File: src/rtl/cb_bl_wl_programmer_if.sv
// Configuration stream and bit-line/word-line bundle between the tile fabric and the BL/WL programmer.
interface cb_bl_wl_programmer_if #(
  parameter int BL_WIDTH = 72,
  parameter int WL_WIDTH = 72,
  parameter int WORD_W   = 8
);
  logic                cfg_valid;
  logic                cfg_ready;
  logic [WORD_W-1:0]   cfg_data;
  logic [0:BL_WIDTH-1] bl;
  logic [0:WL_WIDTH-1] wl;
  logic                busy;
  logic                done;
  logic                addr_err;

  modport master (
    output cfg_valid, cfg_data,
    input  cfg_ready, bl, wl, busy, done, addr_err
  );

  modport slave (
    input  cfg_valid, cfg_data,
    output cfg_ready, bl, wl, busy, done, addr_err
  );
endinterface

File: src/rtl/cb_bl_wl_programmer.sv
// Memory-bank programmer: assembles a bit-line vector from a byte stream, then fires one word-line pulse.
module cb_bl_wl_programmer #(
  parameter int BL_WIDTH     = 72,
  parameter int WL_WIDTH     = 72,
  parameter int WORD_W       = 8,
  parameter int ADDR_W       = 7,
  parameter int PULSE_CYCLES = 2
) (
  input  logic                  prog_clk,
  input  logic                  prog_rst_n,
  cb_bl_wl_programmer_if.slave  cfg
);
  localparam int NBEATS = BL_WIDTH / WORD_W;
  localparam int BCNT_W = $clog2(NBEATS + 1);
  localparam int PCNT_W = $clog2(PULSE_CYCLES + 1);

  localparam logic [2:0] S_IDLE  = 3'd0;
  localparam logic [2:0] S_LOAD  = 3'd1;
  localparam logic [2:0] S_SETUP = 3'd2;
  localparam logic [2:0] S_PULSE = 3'd3;
  localparam logic [2:0] S_HOLD  = 3'd4;

  logic [2:0]          r_state;
  logic [2:0]          w_state_next;
  logic [ADDR_W-1:0]   r_row;
  logic [BCNT_W-1:0]   r_beat;
  logic [PCNT_W-1:0]   r_pcnt;
  logic                r_ready_en;
  logic [BL_WIDTH-1:0] r_bl;
  logic [0:WL_WIDTH-1] r_wl;
  logic [0:BL_WIDTH-1] w_bl;
  logic                w_accept;
  logic                w_last_beat;
  logic                w_pulse_end;
  logic                w_row_ok;

  assign w_accept    = cfg.cfg_valid & cfg.cfg_ready;
  assign w_last_beat = (r_beat == BCNT_W'(NBEATS - 1));
  assign w_pulse_end = (r_pcnt == PCNT_W'(PULSE_CYCLES - 1));
  assign w_row_ok    = (int'(r_row) < WL_WIDTH);

  always_comb begin
    w_state_next = r_state;
    case (r_state)
      S_IDLE:  if (w_accept) w_state_next = S_LOAD;
      S_LOAD:  if (w_accept && w_last_beat) w_state_next = S_SETUP;
      S_SETUP: w_state_next = S_PULSE;
      S_PULSE: if (w_pulse_end) w_state_next = S_HOLD;
      S_HOLD:  w_state_next = S_IDLE;
      default: w_state_next = S_IDLE;
    endcase
  end

  always_ff @(posedge prog_clk or negedge prog_rst_n) begin
    if (!prog_rst_n) begin
      r_state    <= S_IDLE;
      r_row      <= '0;
      r_beat     <= '0;
      r_pcnt     <= '0;
      r_ready_en <= 1'b0;
      r_bl       <= '0;
      r_wl       <= '0;
    end else begin
      r_state    <= w_state_next;
      r_ready_en <= 1'b1;
      if (r_state == S_IDLE && w_accept) begin
        r_row  <= cfg.cfg_data[ADDR_W-1:0];
        r_beat <= '0;
      end
      // bl is only ever written here, so it cannot move while a word-line is high
      if (r_state == S_LOAD && w_accept) begin
        r_beat <= r_beat + 1'b1;
        for (int k = 0; k < NBEATS; k++) begin
          if (int'(r_beat) == k) r_bl[k*WORD_W +: WORD_W] <= cfg.cfg_data;
        end
      end
      if (r_state == S_SETUP) begin
        r_pcnt <= '0;
        for (int i = 0; i < WL_WIDTH; i++) begin
          r_wl[i] <= w_row_ok && (int'(r_row) == i);
        end
      end
      if (r_state == S_PULSE) begin
        r_pcnt <= r_pcnt + 1'b1;
        if (w_pulse_end) r_wl <= '0;
      end
    end
  end

  // Internal vector is little-endian so slice writes map cfg_data[j] onto bl[k*WORD_W+j]
  genvar gi;
  generate
    for (gi = 0; gi < BL_WIDTH; gi++) begin : g_bl_map
      assign w_bl[gi] = r_bl[gi];
    end
  endgenerate

  assign cfg.bl        = w_bl;
  assign cfg.wl        = r_wl;
  assign cfg.cfg_ready = r_ready_en & ((r_state == S_IDLE) | (r_state == S_LOAD));
  assign cfg.busy      = (r_state != S_IDLE);
  assign cfg.done      = (r_state == S_HOLD);
  assign cfg.addr_err  = (r_state == S_HOLD) & ~w_row_ok;
endmodule

File: src/flat_wrapper.sv
// flat-port wrapper written by rule: the top's interface ports become plain ports
module cb_bl_wl_programmer_flat 
#(
  parameter int BL_WIDTH     = 72,
  parameter int WL_WIDTH     = 72,
  parameter int WORD_W       = 8,
  parameter int ADDR_W       = 7,
  parameter int PULSE_CYCLES = 2
)
  (prog_clk, prog_rst_n, cfg_cfg_valid, cfg_cfg_data, cfg_cfg_ready, cfg_bl, cfg_wl, cfg_busy, cfg_done, cfg_addr_err);
  cb_bl_wl_programmer_if #(.BL_WIDTH(BL_WIDTH), .WL_WIDTH(WL_WIDTH), .WORD_W(WORD_W)) cfg_i ();
  input  logic prog_clk;
  input  logic prog_rst_n;
  input wire logic [$bits(cfg_i.cfg_valid)-1:0] cfg_cfg_valid;
  input wire logic [$bits(cfg_i.cfg_data)-1:0] cfg_cfg_data;
  output wire logic [$bits(cfg_i.cfg_ready)-1:0] cfg_cfg_ready;
  output wire logic [$bits(cfg_i.bl)-1:0] cfg_bl;
  output wire logic [$bits(cfg_i.wl)-1:0] cfg_wl;
  output wire logic [$bits(cfg_i.busy)-1:0] cfg_busy;
  output wire logic [$bits(cfg_i.done)-1:0] cfg_done;
  output wire logic [$bits(cfg_i.addr_err)-1:0] cfg_addr_err;
  assign cfg_i.cfg_valid = cfg_cfg_valid;
  assign cfg_i.cfg_data = cfg_cfg_data;
  assign cfg_cfg_ready = cfg_i.cfg_ready;
  assign cfg_bl = cfg_i.bl;
  assign cfg_wl = cfg_i.wl;
  assign cfg_busy = cfg_i.busy;
  assign cfg_done = cfg_i.done;
  assign cfg_addr_err = cfg_i.addr_err;
  cb_bl_wl_programmer #(.BL_WIDTH(BL_WIDTH), .WL_WIDTH(WL_WIDTH), .WORD_W(WORD_W), .ADDR_W(ADDR_W), .PULSE_CYCLES(PULSE_CYCLES)) u_core (.prog_clk(prog_clk), .prog_rst_n(prog_rst_n), .cfg(cfg_i));
endmodule
File: config.mk
export PLATFORM = sky130hd
export DESIGN_NAME = cb_bl_wl_programmer_flat
export DESIGN_NICKNAME = d
export VERILOG_FILES = /design/src/rtl/cb_bl_wl_programmer_if.sv /design/src/rtl/cb_bl_wl_programmer.sv /design/src/flat_wrapper.sv
export SDC_FILE = /design/constraint.sdc
export NUM_CORES = 1
export LEC_CHECK = 0
export BUFFER_PORTS_ARGS = -buffer_cell sky130_fd_sc_hd__buf_2
export CELL_PAD_IN_SITES_DETAIL_PLACEMENT = 1
export CELL_PAD_IN_SITES_GLOBAL_PLACEMENT = 1
export CORE_MARGIN = 5
export CORE_UTILIZATION = 45
export DETAILED_ROUTE_END_ITERATION = 16
export PLACE_DENSITY = 0.86
export SLEW_MARGIN = 20
export SYNTH_ARGS = -nofsm -noshare
export SYNTH_HDL_FRONTEND = slang
export SYNTH_SLANG_ARGS = --single-unit
File: constraint.sdc
create_clock -name prog_clk -period 3 [get_ports prog_clk]
set_clock_uncertainty 0.1 [all_clocks]
set_input_delay 0.15 -clock prog_clk [delete_from_list [all_inputs] [get_ports prog_clk]]
set_output_delay 0.15 -clock prog_clk [all_outputs]
set_load 0.01 [all_outputs]
== Yosys cells after proc, flatten, opt, wreduce, memory -nomap -nowiden ==
Index checks and enable logic that the tools add are counted.
Word-level totals
  word-level logic and storage cells: 213
  register bits after elaboration: 161
  bits of input ports: 11
  output and inout port bits: 148
Cells by class
  add/subtract/negate cells: 2
  multiplexer cells: 11
  reduce and logical (&&, ||, !) cells: 91
  bitwise logic cells: 5
  magnitude comparators: 1
  equality and inequality tests: 88
Operators with widths (count)
  7-bit equality test (second input constant): 40
  72-bit 2-to-1 mux: 3
  7-bit by 6-bit equality test with 1-bit output (second input constant): 16
  1-bit logical AND: 75
  7-bit by 5-bit equality test with 1-bit output (second input constant): 8
  7-bit by 4-bit equality test with 1-bit output (second input constant): 4
  4-bit equality test (second input constant): 6
  2-bit AND reduction: 9
  7-bit by 3-bit equality test with 1-bit output (second input constant): 2
  3-bit case mux with 4 select lines: 1
  3-bit 2-to-1 mux: 3
  4-bit by 3-bit equality test with 1-bit output (second input constant): 2
  4-bit 2-to-1 mux: 2
  7-bit by 2-bit equality test with 1-bit output (second input constant): 1
  7-bit zero test: 1
  7-bit < comparator (second input constant): 1
  3-bit by 2-bit equality test with 1-bit output (second input constant): 2
  2-bit by 1-bit inequality test with 1-bit output (second input constant): 3
  4-bit by 1-bit adder with 4-bit output (second input constant): 1
  4-bit by 2-bit equality test with 1-bit output (second input constant): 1
  4-bit zero test: 1
  2-bit 2-to-1 mux: 2
  2-bit nonzero test: 2
  1-bit bitwise AND: 3
  9 further kinds: 9

== Depth between registers and ports, before layout ==
Gate-level depths: netlist of run 1.
  word-level depth: 7
  gate-level depth with buffers: 6
  gate-level depth less buffers: 5

== Worst setup path before layout of run 1 ==
OpenSTA, ideal clock, no wires.
  path type: register to register
  from: register u_core.r_beat[0]
  to: register u_core.r_bl[71]
  setup time: 0.125 ns
  required time: 2.775 ns
  cell stages (with the launch flop): 6
  arrival time: 1.481 ns
  slack: 1.294 ns
  clock period less this slack: 1.706 ns
  path buffers: 0
  path through: dfrtp_1 > inv_1 > ha_1 > nand3b_1 > nor3_4 > mux2_2
Between the ends
  word-level cells in the longest chain between the ends: 2
Ends and longest elaborated chain
  start: declaration: line cb_bl_wl_programmer.sv:26  | logic [BCNT_W-1:0] r_beat;
  start signal: assignment: line cb_bl_wl_programmer.sv:72  | r_beat <= r_beat + 1'b1;
  4-bit equality test: line cb_bl_wl_programmer.sv:74  | if (int'(r_beat) == k) r_bl[k*WORD_W +: WORD_W] <= cfg.cfg_data;
  2-bit AND reduction (no source line)
  end: declaration: line cb_bl_wl_programmer.sv:29  | logic [BL_WIDTH-1:0] r_bl;
Every way passes these cells.
A chain may end at the register's enable or synchronous reset.

== Final worst setup path of run 1 ==
  from: register u_core.r_state[1]
  to: register u_core.r_wl (netlist bit u_core.cfg.wl[50])
Between the ends
  word-level cells in the longest chain between the ends: 4
  elaborated cells between the ends (all ways): 5
  classes of those cells: eq/ne (2); mux (3)
Ends and longest elaborated chain
  start: declaration: line cb_bl_wl_programmer.sv:23  | logic [2:0] r_state;
  start signal: assignment: line cb_bl_wl_programmer.sv:64  | r_state <= w_state_next;
  3-bit by 2-bit equality test with 1-bit output: line cb_bl_wl_programmer.sv:77  | if (r_state == S_SETUP) begin
  72-bit 2-to-1 mux: line cb_bl_wl_programmer.sv:77
  72-bit 2-to-1 mux: line cb_bl_wl_programmer.sv:85  | if (w_pulse_end) r_wl <= '0;
  72-bit 2-to-1 mux *: line cb_bl_wl_programmer.sv:83  | if (r_state == S_PULSE) begin
  end signal: indexed assignment: line cb_bl_wl_programmer.sv:80  | r_wl[i] <= w_row_ok && (int'(r_row) == i);
  end: declaration: line cb_bl_wl_programmer.sv:30  | logic [0:WL_WIDTH-1] r_wl;
Every way passes the cells marked *; elsewhere a longest branch is shown, timed or not.

==> flow_summary_export.csv, run 1 <==
group,metric,value,unit
drt,vias,5223,
drt,first_pass_iters,4,
synthesis,ys_async_sr_fraction,100.0,%
power_and_ir_drop,p_leak,4.207,nW
floorplan,die_y,133.1,microns
cells_and_area,area_growth,23.45,%
power_and_ir_drop,p_per_area,843.2,nW/um^2
cts,clock_path_buffers,2,
critical_path,arrival,2.38,ns
critical_path,crit_slowest_cell,"or3b_2",
sta,hold_viol_final,0,
grt,gr-total-overflow,0,
synthesis,yosysWarnings,0,
floorplan,initial_core_util,45.37,%
synthesis,syn_area_per_cell,11.86,sq um
sta,timing.final.crit_period,2.184,ns
synthesis,synth_seq_cells,161,
grt,grt_max_degree,87,
placement,dp_cells,889,
drt,wire_per_inst,22.21,microns
cts,htree_num_levels,4,
sta,setup_ws,0.8156,ns
cells_and_area,drive_above_1_share,41.09,%
cts,cts_tree,"done",
synthesis,yosysSeqAreaShare,59.07,%
synthesis,synth.cell_area,6820,sq um
floorplan,coreArea,15030,sq um
critical_path,cp-start-kind,"flop",
floorplan,row_count,45,
sta,holdWs,0.06154,ns
grt,grt_antenna_before_repair,0,
cts,clk_latency,0.43,ns
grt,grt_pass1_vias,5825,
synthesis,ys.flop_type,"dfrtp_1",
placement,placed_cell_area,7760,sq um
cts,post-cts-setup-buffers,0,
critical_path,r2r_slack,0.82,ns
cells_and_area,final_cells,923,
cts,numCtsBuffers,17,
worst_hold_path,holdCritStartpoint,"cfg_cfg_data[7]",
sta,worst-slew-pin-transition,0.9469,ns
synthesis,syn-num-nets,591,
synthesis,syn_inst,575,
drt,drc,0,
floorplan,die_area,17720,sq um
cts,cts-root-buf,"clkbuf_16",
placement,hpwlAfterDp,13.91,mm
power_and_ir_drop,vdd_drop_max,0.0004976,V
placement,portBuffers,158,
floorplan,ios,159,
grt,grt_pass1_wl,33.09,mm
critical_path,r2r-end,"u_core.cfg.wl[50]",
sta,clock.fmax,457.8,MHz
sta,period_share,72.81,%
cts,cts.sinks,161,
critical_path,r2r_cells,4,
critical_path,r2r_start,"u_core.r_state[1]",
critical_path,end_kind,"flop",
cells_and_area,final_area,8419,sq um
critical_path,slowest_delay,0.84,ns
drt,antenna_left,0,
drt,routed_wl,20.50,mm
worst_hold_path,hold_path_end,"u_core.r_bl[23]",
outcome,status,"finished, final reports clean",
grt,grtUsageTotal,23.85,%
worst_hold_path,min_path_type,"in -> reg",
critical_path,critPathRequiredTime,3.19,ns
synthesis,yosysUniqueCellTypes,45,
sta,relSlewSlack,35.98,%
drt,drt_iter0_markers,381,
critical_path,critPathMaxFanout,37,
floorplan,die_x,133.1,microns
cells_and_area,fin_nets,738,
drt,vias_per_cell,5.659,
synthesis,synth_edf_count,0,
worst_hold_path,whs_path_depth,2,
power_and_ir_drop,power.total,7.099,mW
cells_and_area,fin_util,56.01,%
cts,path_clk_slew,0.07,ns
run,max_cap_violations,0,
sta,report.final.slew_viol_count,0,
critical_path,critical_path_class,"reg -> reg",
cells_and_area,antenna_cells,0,
placement,place_congestion,0.8113,
sta,grt_setup_unrepaired,"no",
sta,fin_setup_tns,0,ns
placement,dp_slack,0.8283,ns
sta,setup_violations,0,
critical_path,crit_chain,"or3b_2 -> buf_12 -> nand3_1 -> o21ai_0",
-- Yosys cell counts (4+ instances only) --
library cell	number	area share, %
and4bb_2	5	0.92
buf_2	24	1.8
buf_1	7	0.39
dfrtp_1	161	59
and4b_1	4	0.59
o21ai_0	20	1.5
nor2b_1	4	0.37
nand2_1	67	3.7
ha_1	5	0.92
nor2_1	4	0.22
clkbuf_1	9	0.50
nand3b_1	7	0.77
mux2_2	79	13
nor3_4	6	1.4
nand4_2	4	0.73
nand3_1	78	5.7
a21oi_1	53	3.9
-- cells in the final DEF (no fill, tap or decap), types with 4 or more instances in the layout --
cell type  instances
a21oi_1           53
and4b_1            4
and4bb_2           5
buf_2            157
buf_4             10
bufinv_16          4
clkbuf_16         17
dfrtp_1          161
ha_1               5
mux2_2            79
nand2_1           67
nand3_1           78
nand3b_1           7
nand4_2            4
nor2_1             4
nor2b_1            4
nor3_4             6
o21ai_0           20
-- flip-flops by register name, indices dropped and copies added, names as in the netlist --
signal             cells
u_core.r_pcnt          2
u_core.cfg.wl         72
u_core.r_bl           72
u_core.r_ready_en      1
u_core.r_row           7
u_core.r_beat          4
u_core.r_state         3
-- metal layers --
| metal | routed length [microns] | up-vias | GRT usage, % |
|---|---|---|---|
| met4 | 393 | 0 | 8.114 |
| li1 | - | 2327 | - |
| met3 | 1335 | 36 | 7.024 |
| met1 | 8261 | 2685 | 29.21 |
| met5 | 0 | - | 0 |
| met2 | 10510 | 175 | 40.55 |
-- area by class of cell --
type / instances / area (sq um)
multi-input cells: 366 / 2569
repair buffers: 172 / 932.1
clock inverters: 14 / 200.2
well taps: 188 / 235.2
inverters: 4 / 15.01
fillers: 1591 / 6614
flip-flops and latches: 161 / 4029
clock buffers: 18 / 439.2
-- cell families after synthesis --
family                   Yosys count  share of synthesized area [%]
AND/OR/NAND/NOR                  199                          17.13
flip-flops                       161                          59.07
AO/OA/AOI/OAI                     80                          6.146
multiplexers                      80                          13.19
buffers and inverters             48                          3.357
adder cells (fa/ha/maj)            5                         0.9173
other                              1                        0.05498
XOR/XNOR                           1                         0.1284
-- worst max-delay path by stage --
stage / start / endpoint / slack, ns / depth (start not counted)
4_1_cts: u_core.r_state[1] / u_core.cfg.wl[50] / 0.81 / 4
3_5_place_dp: u_core.r_state[1] / u_core.r_bl[41] / 0.83 / 3
3_3_place_gp: u_core.r_state[1] / u_core.cfg.wl[65] / 0.91 / 4
6_report: u_core.r_state[1] / u_core.cfg.wl[50] / 0.82 / 4
5_1_grt: u_core.r_state[1] / u_core.cfg.wl[16] / 0.65 / 4
2_1_floorplan: u_core.r_beat[0] / u_core.r_bl[71] / 1.29 / 5
-- worst max-delay path, delay by kind of cell, from the launching register on --
family / cells / cell delay, ns
AO/OA/AOI/OAI: 1 / 0.09
buffers and inverters: 1 / 0.31
flip-flops: 1 / 0.61
AND/OR/NAND/NOR: 2 / 0.94
-- power breakdown --
group	internal, mW	switching (mW)	total [mW]
Clock	1.43	0.922	2.35
Combinational	0.774	0.975	1.75
Sequential	2.60	0.398	3.00
-- timing repair --
item | 4_1_cts | 5_1_grt
hold endpoints to repair | 85 | 0
gates resized for setup | 0 | 0
hold buffers | 2 | 0
Note: power is estimated with default switching activity, not from simulation.
==> run 2: changes to the inputs <==
- ABC_AREA: not set -> 1
- CORE_UTILIZATION: 45 -> 41
- PLACE_DENSITY: 0.86 -> 0.82
- clock period: 3 -> 2.1 ns (I/O delays scaled with it)
==> run 2 against run 1 <==
Effect of this change:
- sequential cell count did not move
- clock power rose by 30%
- sequential power rose by 29%
- largest power group unchanged
- synthesized area rose by 8.8%
- cell count rose by 33%
- clock-buffer cell count rose by 2
- wire length rose by 13%
- worst setup slack got worse by 0.74 ns
==> flow_summary_export.csv, run 2 <==
group,metric,value,unit
outcome,status,"finished, final reports clean",
sta,timing.final.crit_period,2.020,ns
sta,period_share,96.18,%
synthesis,yosysTopAreaCell,"dfrtp_1",
critical_path,r2r_slack,0.15,ns
cts,htree_num_levels,4,
cts,cts.sinks,161,
floorplan,die_x,144.5,microns
cells_and_area,layout_commonest_cell,"dfrtp_1",
sta,worst-slew-pin-transition,0.6123,ns
power_and_ir_drop,vdd_drop_max,0.0007016,V
critical_path,r2r-end,"u_core.r_bl[1]",
drt,routed_wl,23.16,mm
cts,post-cts-setup-buffers,0,
worst_hold_path,hold_path_end,"u_core.r_beat[0]",
sta,report.final.slew_viol_count,0,
floorplan,ios,159,
critical_path,critPathMaxFanout,6,
floorplan,coreArea,17900,sq um
placement,place_congestion,0.7700,
sta,setup_violations,0,
cells_and_area,antenna_cells,0,
synthesis,ys.flop_type,"dfrtp_1",
grt,grt_max_degree,74,
critical_path,end_kind,"output port",
power_and_ir_drop,p_per_area,1062,nW/um^2
cts,clk_latency,0.42,ns
sta,hold_viol_final,0,
drt,antenna_left,0,
worst_hold_path,holdCritStartpoint,"cfg_cfg_valid",
synthesis,synth.cell_area,7420,sq um
synthesis,yosysUniqueCellTypes,31,
synthesis,synth_area_leaders,"dfrtp_1, nand3_1, nand2_1",
cells_and_area,layout_common_cells,"dfrtp_1, buf_2, nand2_1, nand3_1, inv_1",
cts,cts-root-buf,"clkbuf_16",
grt,grt_antenna_before_repair,0,
synthesis,synth_top_area_share,54.30,%
critical_path,critPathRequiredTime,1.89,ns
drt,drc,0,
critical_path,arrival,1.81,ns
grt,grt_pass1_wl,37.49,mm
cts,path_clk_slew,0.06,ns
sta,setup_ws,0.08026,ns
critical_path,r2r_cells,8,
worst_hold_path,whs_path_depth,4,
floorplan,initial_core_util,41.45,%
placement,dp_slack,0.1825,ns
synthesis,syn-num-nets,843,
floorplan,die_area,20890,sq um
critical_path,critPathLaunch,"u_core.r_state[0]",
drt,first_pass_iters,5,
placement,hpwlAfterDp,15.43,mm
floorplan,die_y,144.5,microns
cts,cts_resized,0,
critical_path,critical_path_class,"reg -> out",
power_and_ir_drop,power.total,9.704,mW
grt,grtUsageTotal,23.02,%
synthesis,syn_inst,827,
sta,grt_setup_unrepaired,"no",
cells_and_area,fin_nets,1006,
drt,vias_per_cell,5.266,
synthesis,yosys.cell_count.top_type,"dfrtp_1",
sta,clock.fmax,495.1,MHz
synthesis,yosysSeqAreaShare,54.30,%
critical_path,cp-start-kind,"flop",
grt,grt_pass1_vias,6905,
worst_hold_path,min_path_type,"in -> reg",
grt,gr-total-overflow,0,
synthesis,yosysWarnings,0,
synthesis,synth_edf_count,0,
cts,numCtsBuffers,17,
synthesis,syn_area_per_cell,8.972,sq um
run,max_cap_violations,0,
critical_path,crit_slowest_cell,"nor3_1",
critical_path,crit_chain,"nor3_1 -> and3_1 -> buf_2",
synthesis,synth_common_cells,"dfrtp_1, nand2_1, nand3_1",
cts,cts_tree,"done",
sta,relSlewSlack,59.03,%
cells_and_area,drive_above_1_share,22.93,%
power_and_ir_drop,p_leak,4.561,nW
drt,wire_per_inst,18.80,microns
sta,holdWs,0.02946,ns
drt,vias,6488,
placement,portBuffers,158,
cells_and_area,fillers,2145,
drt,drt_iter0_markers,356,
cts,clock_path_buffers,2,
synthesis,synth_seq_cells,161,
sta,fin_setup_tns,0,ns
cells_and_area,fin_util,51.05,%
floorplan,row_count,49,
synthesis,ys_async_sr_fraction,100.0,%
critical_path,slowest_delay,0.49,ns
cells_and_area,area_growth,23.17,%
critical_path,r2r_start,"u_core.r_state[0]",
[run 2: metrics by stage]
step                      area [sq um]  cells
final                             9139   1232
after global routing              9139   1232
after CTS                         9149   1233
after detailed placement          8459   1190
after global placement            8459   1190
after floorplan                   7420    827
[run 2: worst max path at each step]
stage                      endpoint  slack [ns]
floorplan           u_core.r_bl[64]        0.43
global placement    u_core.r_bl[68]        0.30
detailed placement  u_core.r_bl[39]        0.18
CTS                  u_core.r_bl[7]        0.07
global route         u_core.r_bl[1]        0.01
finish                 cfg_addr_err        0.08
[run 2: final cells by class]
| cell class | count | area (sq um) | area share [%] |
|---|---|---|---|
| Sequential cell | 161 | 4029 | 44.09 |
| Multi-Input combinational cell | 514 | 2701 | 29.56 |
| Timing Repair Buffer | 192 | 1152 | 12.61 |
| Clock buffer | 20 | 456.7 | 4.997 |
| Inverter | 104 | 390.4 | 4.272 |
| Tap cell | 229 | 286.5 | 3.135 |
| Clock inverter | 12 | 122.6 | 1.342 |
[run 2: worst max-delay path, delay by kind of cell (launching register included)]
family                 cells  cell delay, ns
buffers and inverters      1            0.14
DFF                        1            0.48
and+or+nand+nor            2            0.77
[run 2: where the power goes]
part           switching, mW  internal [mW]
Combinational           1.86          0.898
Clock                   1.34           1.72
Sequential             0.333           3.55
Total                   3.54           6.17
[run 2: cell families after synthesis]
family	count (synthesis)	share of synthesized area [%]
other	1	0.05054
XOR/XNOR	2	0.2361
flip-flops	161	54.30
adder cells (fa/ha/maj)	5	0.8432
buffers and inverters	152	9.511
AND/OR/NAND/NOR	348	21.06
AO/OA/AOI/OAI	158	14.00
[run 2: routing by layer]
metal  routed length [microns]  up-vias  GRT usage, %
met5                         0        -             0
met2                     11560      172         38.72
li1                          -     3001             -
met4                       400        0         6.578
met1                      9788     3276         29.40
met3                      1416       39         6.019
[run 2: what timing repair did]
item,in CTS,in global routing
endpoints found under the setup margin,0,13
hold buffers,11,0
hold endpoints to repair,210,0
==> run 3: changes to the inputs <==
- CORE_UTILIZATION: 41 -> 28
- PLACE_DENSITY: 0.82 -> 0.6
==> run 3 against run 2 <==
Effect of this change:
- core utilization fell by 15 points
- total power increased by 3.1%
- clock-buffer cell count is 3 lower
- worst hold slack got worse by 0.015 ns
- critical path depth did not move
- wire length up 4.5%
- sequential cell count stayed put
- combinational power hardly changed
- sequential share of layout area decreased by 0.91 points
- sequential power grew 1%
- clock power grew 8.5%
- global-route usage decreased by 6.9 points
==> flow_summary_export.csv, run 3 (synthesis gave the netlist of run 2 again) <==
group,metric,value,unit
outcome,status,"finished, final reports clean",
placement,hpwlAfterDp,16.33,mm
grt,grt_pass1_vias,6605,
drt,first_pass_iters,5,
placement,dp_slack,0.2920,ns
cts,cts.sinks,161,
grt,grt_pass1_wl,38.87,mm
critical_path,arrival,1.71,ns
drt,vias_per_cell,4.680,
critical_path,cp-start-kind,"flop",
power_and_ir_drop,p_leak,4.625,nW
placement,placed_cell_area,8618,sq um
grt,gr-total-overflow,0,
cts,post-cts-setup-buffers,0,
cts,htree_num_levels,4,
cells_and_area,final_cells,1345,
floorplan,ios,159,
cells_and_area,drive_above_1_share,23.76,%
sta,relSlewSlack,57.20,%
cells_and_area,fin_util,35.81,%
cts,cts_tree,"done",
sta,timing.final.crit_period,1.913,ns
cts,clk_latency,0.43,ns
worst_hold_path,min_path_type,"in -> reg",
cts,path_clk_slew,0.06,ns
drt,wire_per_inst,17.99,microns
drt,drc,0,
power_and_ir_drop,vdd_drop_max,0.0004961,V
run,max_cap_violations,0,
cts,numCtsBuffers,17,
power_and_ir_drop,p_per_area,1072,nW/um^2
floorplan,initial_core_util,28.47,%
drt,routed_wl,24.19,mm
power_and_ir_drop,power.total,10.00,mW
sta,report.final.slew_viol_count,0,
cells_and_area,fin_nets,1013,
critical_path,slowest_delay,0.48,ns
drt,vias,6294,
drt,antenna_left,0,
cells_and_area,layout_common_cells,"dfrtp_1, buf_2, nand2_1, nand3_1, inv_1",
sta,hold_viol_final,0,
sta,holdWs,0.01496,ns
sta,grt_setup_unrepaired,"no",
sta,setup_ws,0.1868,ns
critical_path,end_kind,"output port",
critical_path,critical_path_class,"reg -> out",
critical_path,crit_slowest_cell,"dfrtp_1",
sta,worst-slew-pin-transition,0.6397,ns
critical_path,critPathRequiredTime,1.89,ns
critical_path,critPathMaxFanout,6,
floorplan,die_x,172.8,microns
drt,drt_iter0_markers,443,
sta,fin_setup_tns,0,ns
grt,grt_antenna_before_repair,0,
cells_and_area,layout_commonest_cell,"dfrtp_1",
floorplan,die_area,29850,sq um
floorplan,row_count,59,
placement,place_congestion,0.7606,
placement,dp_cells,1304,
critical_path,crit_chain,"nor3_2 -> and3_1 -> buf_2",
sta,setup_violations,0,
grt,grtUsageTotal,16.10,%
grt,grt_max_degree,74,
cts,cts-root-buf,"clkbuf_16",
cts,clock_path_buffers,2,
sta,clock.fmax,522.7,MHz
cells_and_area,antenna_cells,0,
floorplan,die_y,172.8,microns
cells_and_area,final_area,9331,sq um
cells_and_area,area_growth,25.77,%
floorplan,coreArea,26060,sq um
sta,period_share,91.10,%
placement,portBuffers,158,
run 3: final cells by class:
type / instances / area (sq um)
timing repair buffer: 199 / 1177
multi-input combinational: 514 / 2698
tap: 335 / 419.2
clock buffer: 17 / 425.4
sequential: 161 / 4029
fill: 3135 / 16730
inverter: 104 / 390.4
clock inverter: 15 / 192.7
run 3: final timing paths:
kind                              startpoint               end  slack [ns]  depth (start not counted)
max in group asynchronous         prog_rst_n   u_core.r_bl[25]        1.08                          3
hold reg to reg             u_core.r_pcnt[0]  u_core.r_pcnt[0]        0.41                          1
setup reg to reg           u_core.r_state[0]    u_core.r_bl[5]        0.28                          7
min in group asynchronous         prog_rst_n   u_core.r_bl[35]        0.07                          2
setup / recovery           u_core.r_state[0]      cfg_addr_err        0.19                          3
hold / removal                 cfg_cfg_valid  u_core.r_beat[3]        0.01                          4
run 3: routing by layer:
layer  GRT usage, %  wire length (microns)
met2          25.62                  11310
met3          3.755                   1337
met4          3.996                    260
met1          22.29                  11290
met5              0                      0
run 3: report_power, final:
group          switching (mW)  internal, mW  leakage (nW)
clock network            1.41          1.91         0.302
logic                    1.86         0.900          2.43
registers               0.375          3.55          1.89
total                    3.64          6.36          4.62
run 3: timing repair:
item	in CTS	in global routing
endpoints found under the setup margin	0	1
resized for setup	0	1
hold buffers	9	0
hold endpoints to repair	156	0
run 3: worst max-delay path: cells and delay by family (launching register included):
family                 cells  cell delay [ns]
DFF                        1             0.48
buffers and inverters      1             0.15
and+or+nand+nor            2             0.66
